===== config.mk =====
export PLATFORM = sky130hd
export DESIGN_NAME = seg_display_scan
export DESIGN_NICKNAME = d
export VERILOG_FILES = /design/src/rtl/seg_display_scan.sv
export SDC_FILE = /design/constraint.sdc
export NUM_CORES = 1
export LEC_CHECK = 0
export ABC_AREA = 1
export CORE_MARGIN = 8
export CORE_UTILIZATION = 40
export CTS_CLUSTER_DIAMETER = 150
export DETAILED_ROUTE_END_ITERATION = 12
export SYNTH_ARGS = -nofsm -noshare
export SYNTH_HDL_FRONTEND = slang
export SYNTH_SLANG_ARGS = --single-unit

===== constraint.sdc =====
create_clock -name clk_500Hz -period 3.5 [get_ports clk_500Hz]
set_clock_uncertainty 0.15 [all_clocks]
set_input_delay 0.7 -clock clk_500Hz [delete_from_list [all_inputs] [get_ports clk_500Hz]]
set_output_delay 0.7 -clock clk_500Hz [all_outputs]
set_load 0.05 [all_outputs]

===== src/rtl/seg_display_scan.sv =====
// seg_display_scan: binary-to-BCD double-dabble converter feeding a multiplexed
// common-anode 7-segment scanner with leading-zero blanking, per-digit blink,
// overflow dashes and a raw-glyph text mode.
// Ports: clk_500Hz/rst (async, active-high); value/load/busy conversion handshake;
//        text_mode/glyphs/lz_blank/blink_mask display controls; seg/an registered
//        active-low outputs (digit 0 = leftmost = an[0]).
module seg_display_scan #(
  parameter int NUM_DIGITS = 4,
  parameter int VALUE_W    = 14,
  parameter int BLINK_HALF = 125
) (
  input  logic                    clk_500Hz,
  input  logic                    rst,
  input  logic [VALUE_W-1:0]      value,
  input  logic                    load,
  output logic                    busy,
  input  logic                    text_mode,
  input  logic [7*NUM_DIGITS-1:0] glyphs,
  input  logic                    lz_blank,
  input  logic [NUM_DIGITS-1:0]   blink_mask,
  output logic [6:0]              seg,
  output logic [NUM_DIGITS-1:0]   an
);

  localparam int BW  = 4 * NUM_DIGITS;
  localparam int CW  = $clog2(VALUE_W + 1);
  localparam int KW  = (NUM_DIGITS > 1) ? $clog2(NUM_DIGITS) : 1;
  localparam int BCW = (BLINK_HALF > 1) ? $clog2(BLINK_HALF) : 1;

  function automatic logic [63:0] pow10(input int n);
    logic [63:0] r;
    r = 64'd1;
    for (int i = 0; i < n; i++) r = r * 64'd10;
    return r;
  endfunction

  // Largest value that fits in NUM_DIGITS decimal digits.
  localparam logic [63:0] MAX_DEC = pow10(NUM_DIGITS) - 64'd1;

  localparam logic [6:0] SEG_OFF  = 7'b1111111;
  localparam logic [6:0] SEG_DASH = 7'b0111111;

  function automatic logic [6:0] decode(input logic [3:0] d);
    case (d)
      4'd0:    return 7'b1000000;
      4'd1:    return 7'b1111001;
      4'd2:    return 7'b0100100;
      4'd3:    return 7'b0110000;
      4'd4:    return 7'b0011001;
      4'd5:    return 7'b0010010;
      4'd6:    return 7'b0000010;
      4'd7:    return 7'b1111000;
      4'd8:    return 7'b0000000;
      4'd9:    return 7'b0011000;
      default: return SEG_OFF;
    endcase
  endfunction

  // ---------------------------------------------------------------------------
  // Double-dabble converter
  // ---------------------------------------------------------------------------
  typedef enum logic {IDLE, SHIFT} state_t;

  state_t             state, state_nx;
  logic [VALUE_W-1:0] shreg, shreg_nx;
  logic [BW-1:0]      bcd, bcd_nx, bcd_adj;
  logic [BW-1:0]      disp, disp_nx;
  logic               ovf_pend, ovf_pend_nx;
  logic               ovf, ovf_nx;
  logic [CW-1:0]      cnt, cnt_nx;

  always_ff @(posedge clk_500Hz or posedge rst) begin
    if (rst) begin
      state    <= IDLE;
      shreg    <= '0;
      bcd      <= '0;
      disp     <= '0;
      ovf_pend <= 1'b0;
      ovf      <= 1'b0;
      cnt      <= '0;
    end else begin
      state    <= state_nx;
      shreg    <= shreg_nx;
      bcd      <= bcd_nx;
      disp     <= disp_nx;
      ovf_pend <= ovf_pend_nx;
      ovf      <= ovf_nx;
      cnt      <= cnt_nx;
    end
  end

  always_comb begin
    state_nx    = state;
    shreg_nx    = shreg;
    bcd_nx      = bcd;
    disp_nx     = disp;
    ovf_pend_nx = ovf_pend;
    ovf_nx      = ovf;
    cnt_nx      = cnt;
    bcd_adj     = bcd;

    for (int j = 0; j < NUM_DIGITS; j++) begin
      if (bcd[4*j +: 4] >= 4'd5) bcd_adj[4*j +: 4] = bcd[4*j +: 4] + 4'd3;
    end

    case (state)
      IDLE: begin
        if (load) begin
          shreg_nx    = value;
          bcd_nx      = '0;
          ovf_pend_nx = (64'(value) > MAX_DEC);
          cnt_nx      = CW'(VALUE_W);
          state_nx    = SHIFT;
        end
      end
      SHIFT: begin
        // The top bit of the adjusted BCD falls off; overflow is tracked by ovf_pend.
        {bcd_nx, shreg_nx} = {bcd_adj[BW-2:0], shreg, 1'b0};
        cnt_nx = cnt - CW'(1);
        if (cnt == CW'(1)) begin
          disp_nx  = bcd_nx;
          ovf_nx   = ovf_pend;
          state_nx = IDLE;
        end
      end
      default: state_nx = IDLE;
    endcase
  end

  assign busy = (state == SHIFT);

  // ---------------------------------------------------------------------------
  // Blink timebase and digit scanner
  // ---------------------------------------------------------------------------
  logic [KW-1:0]         k;
  logic [BCW-1:0]        bcnt;
  logic                  phase;      // 1 = visible half of the blink period
  logic                  zero_run;
  logic [6:0]            glyph_arr [NUM_DIGITS];
  logic [NUM_DIGITS-1:0] an_nx;

  always_comb begin
    zero_run = 1'b1;
    an_nx    = '1;
    for (int i = 0; i < NUM_DIGITS; i++) begin
      // disp holds the most significant digit in its top nibble.
      zero_run = zero_run & (disp[4*(NUM_DIGITS-1-i) +: 4] == 4'd0);
      if (blink_mask[i] && !phase)
        glyph_arr[i] = SEG_OFF;
      else if (text_mode)
        glyph_arr[i] = glyphs[7*i +: 7];
      else if (ovf)
        glyph_arr[i] = SEG_DASH;
      else if (lz_blank && (i < NUM_DIGITS - 1) && zero_run)
        glyph_arr[i] = SEG_OFF;
      else
        glyph_arr[i] = decode(disp[4*(NUM_DIGITS-1-i) +: 4]);
      an_nx[i] = (k != KW'(i));
    end
  end

  always_ff @(posedge clk_500Hz or posedge rst) begin
    if (rst) begin
      k     <= '0;
      an    <= '1;
      seg   <= SEG_OFF;
      bcnt  <= '0;
      phase <= 1'b1;
    end else begin
      an  <= an_nx;
      seg <= glyph_arr[k];
      k   <= (k == KW'(NUM_DIGITS - 1)) ? '0 : k + KW'(1);
      if (bcnt == BCW'(BLINK_HALF - 1)) begin
        bcnt  <= '0;
        phase <= ~phase;
      end else begin
        bcnt <= bcnt + BCW'(1);
      end
    end
  end

endmodule


==> impl_metrics.csv <==
group,metric,value,unit
die,initial_utilization,40.86,%
grt,track_usage,15.64,%
timing,maxSlewHeadroom,50.47,%
critical_path,end_kind,"primary output",
placement,placed_cells,814,
critical_path,cp_top_family,"buffers and inverters",
clock_tree,clockBufferDepth,2,
critical_path,criticalPathCategory,"reg2out",
critical_path,worstPathCellList,"clkdlybuf4s50_1",
cells_and_area,fin_cells,830,
cells_and_area,fill_cells,1130,
route,drc,0,
timing,tightest_slew,0.7421,ns
route,vias,4113,
yosys,synth.area.top_cells,"dfrtp_1 33%, nand2_1 16%, ha_1 9.7%",
placement,portBuffers,62,
cells_and_area,diodes,0,
yosys,syn_area,4666,µm²
placement,place.gp.congestion,0.9065,
route,drt-total-wl,11670,µm
yosys,syn_nets,710,
placement,place_hpwl,9076,µm
cells_and_area,final_common_cell,"nand2_1",
grt,first_global_vias,3975,
die,dieArea,15380,µm²
power,total_leakage_power,0.002793,µW
die,die_w,124,µm
clock_tree,ctsHoldBuffers,0,
die,ios,63,
critical_path,arrival,1.67,ns
placement,place_area,5391,µm²
timing,finalCritPeriodShare,72.10,%
route,ant_nets,0,
timing,maxSlewViolCount,0,
grt,grt.overflow.total,0,
yosys,yosysTopAreaCell,"dfrtp_1",
yosys,synth_ff_type,"dfrtp_1",
cells_and_area,fin_nets,769,
clock_tree,clk_pin_slew,0.06,ns
clock_tree,numCtsBuffers,9,
timing,finalSetupTns,0,ns
clock_tree,h-tree-depth,3,
yosys,syn_area_per_cell,7.489,µm²
timing,final_hold_viol_count,0,
timing,rsz0062_at_grt,"false",
critical_path,startpoint_type,"register",
run_status,status,"completed",
yosys,synthDominantCellAreaShare,33.25,%
route,drt_iter0_markers,207,
critical_path,critPathSlowestCell,"clkdlybuf4s50_1",
critical_path,worst-path-max-fanout,1,
timing,max_freq,396.3,MHz
yosys,yosysSeqAreaShare,40.01,%
clock_tree,cts-root-buf,"clkbuf_16",
yosys,synth_edf_count,0,
hold_path,hold_class,"reg2reg",
cells_and_area,fin_area,5698,µm²
route,firstDrtPassIters,5,
critical_path,path_buf_inv,1,
yosys,synth.distinct_cells,32,
yosys,synth_warnings,0,
route,wl_met3,563,µm
die,die_y,124,µm
critical_path,critPathRequiredTime,2.65,ns
timing,min_period,2.523,ns
grt,antenna_found_initial,0,
yosys,synth-async-reset-ratio,100.0,%
clock_tree,cts_resized,0,
clock_tree,clock_sinks,74,
route,wl_per_cell,14.06,µm
timing,finalSetupViolations,0,
route,wl_met2,5489,µm
die,core.rowCount,39,
die,coreArea,11420,µm²
cells_and_area,most-common-layout-cells,"198 x nand2_1, 66 x inv_1, 62 x dfrtp_1, 62 x clkdlybuf4s50_1, 54 x nand3_1",
run,max_cap_violations,0,
route,met1_length,5407,µm
route,avgViaCountPerCell,4.955,
cells_and_area,drive_gt1_share,7.860,%
clock_tree,post_cts_buffers,0,
cells_and_area,area_growth,22.12,%
yosys,yosys_register_bits,74,
grt,grt_start_max_net_pins,31,
power,vdd_ir_drop_max,0.3159,mV
grt,grt_pass1_wl,18930,µm
route,highest_layer,"met4",
power,pwr_density_cell,804.9,nW/µm²
yosys,synthCells,623,
critical_path,max_stage_delay,0.80,ns
clock_tree,insertion_delay,0.34,ns
clock_tree,cts_tree,"built",
## layer usage
metal  vias up  GRT usage [%]
li1       2138              -
met2        83          25.68
met3        15          3.400
met4         0          7.063
met1      1877          19.37
met5         -              0
## state kept, by name, summed over array words and instances (netlist names)
register,cells
an,4
bcd,16
bcnt,7
busy,1
cnt,4
disp,16
k,2
ovf,1
ovf_pend,1
phase,1
seg,7
shreg,14
## metrics by stage
| step | utilization (%) | power [µW] | hold WS [ns] | setup slack, ns |
|---|---|---|---|---|
| floorplan | - | 3084 | 0.2994 | 0.7882 |
| global placement | 47.22 | 3582 | 0.3199 | 1.247 |
| detailed placement | 47.22 | 3645 | 0.3198 | 1.258 |
| CTS | 49.90 | 4621 | 0.3320 | 0.9552 |
| global route | 49.90 | 4992 | 0.3595 | 0.9320 |
| finish | 49.90 | 4586 | 0.3274 | 0.9766 |
## cell usage after synthesis, types with 4 or more instances
cell type  instances
dfstp_2           12
nand2_1          198
dfrtp_1           62
o21ai_1            8
ha_1              36
o21ai_0           31
inv_2              6
nand4_1            4
nor2_1            32
o22ai_1           16
or2_2              5
a21oi_1           43
buf_2             11
inv_1             67
xor2_1             5
nand3_1           54
## report_power, final
| part | leakage (µW) | total, µW | switching, µW | internal (µW) |
|---|---|---|---|---|
| Combinational | 0.00175 | 2200 | 1400 | 804 |
| Clock | 0.000146 | 949 | 355 | 594 |
| Sequential | 0.000899 | 1430 | 262 | 1170 |
| Total | 0.00279 | 4590 | 2020 | 2570 |
## path summary, 6_finish.rpt
| check | depth (start not counted) | to | slack, ns | start |
|---|---|---|---|---|
| worst max-delay path | 1 | seg[1] | 0.98 | seg[1]$_DFF_PP1_ |
| worst min-delay path | 2 | disp[0]$_DFFE_PP0P_ | 0.33 | shreg[13]$_DFFE_PP0P_ |
| worst max register to register | 5 | disp[9]$_DFFE_PP0P_ | 1.38 | busy$_DFF_PP0_ |
| worst min register to register | 2 | disp[0]$_DFFE_PP0P_ | 0.33 | shreg[13]$_DFFE_PP0P_ |
| max in group asynchronous | 3 | seg[0]$_DFF_PP1_ | 1.80 | rst |
| min in group asynchronous | 2 | bcd[11]$_DFFE_PP0P_ | 0.61 | rst |
## logic make-up (layout without fill, tap and decap cells)
group / after synthesis / after routing / share of synthesized area (%)
buf+inv: 92 / 156 / 8.259
simple gates: 311 / 311 / 28.80
compound gates: 105 / 105 / 12.34
flops: 74 / 74 / 40.01
fa+ha+maj: 36 / 36 / 9.654
xor+xnor: 5 / 5 / 0.9385
## area by class of cell
type | instances | area, µm² | share of cell area (%)
multi-input combinational | 457 | 2414 | 42.36
inverter | 73 | 274.0 | 4.809
sequential | 74 | 1867 | 32.76
clock buffer | 13 | 260.3 | 4.567
tap | 143 | 178.9 | 3.140
timing repair buffer | 67 | 658.1 | 11.55
clock inverter | 3 | 46.29 | 0.8125
Power figures use the tool's default switching activity.
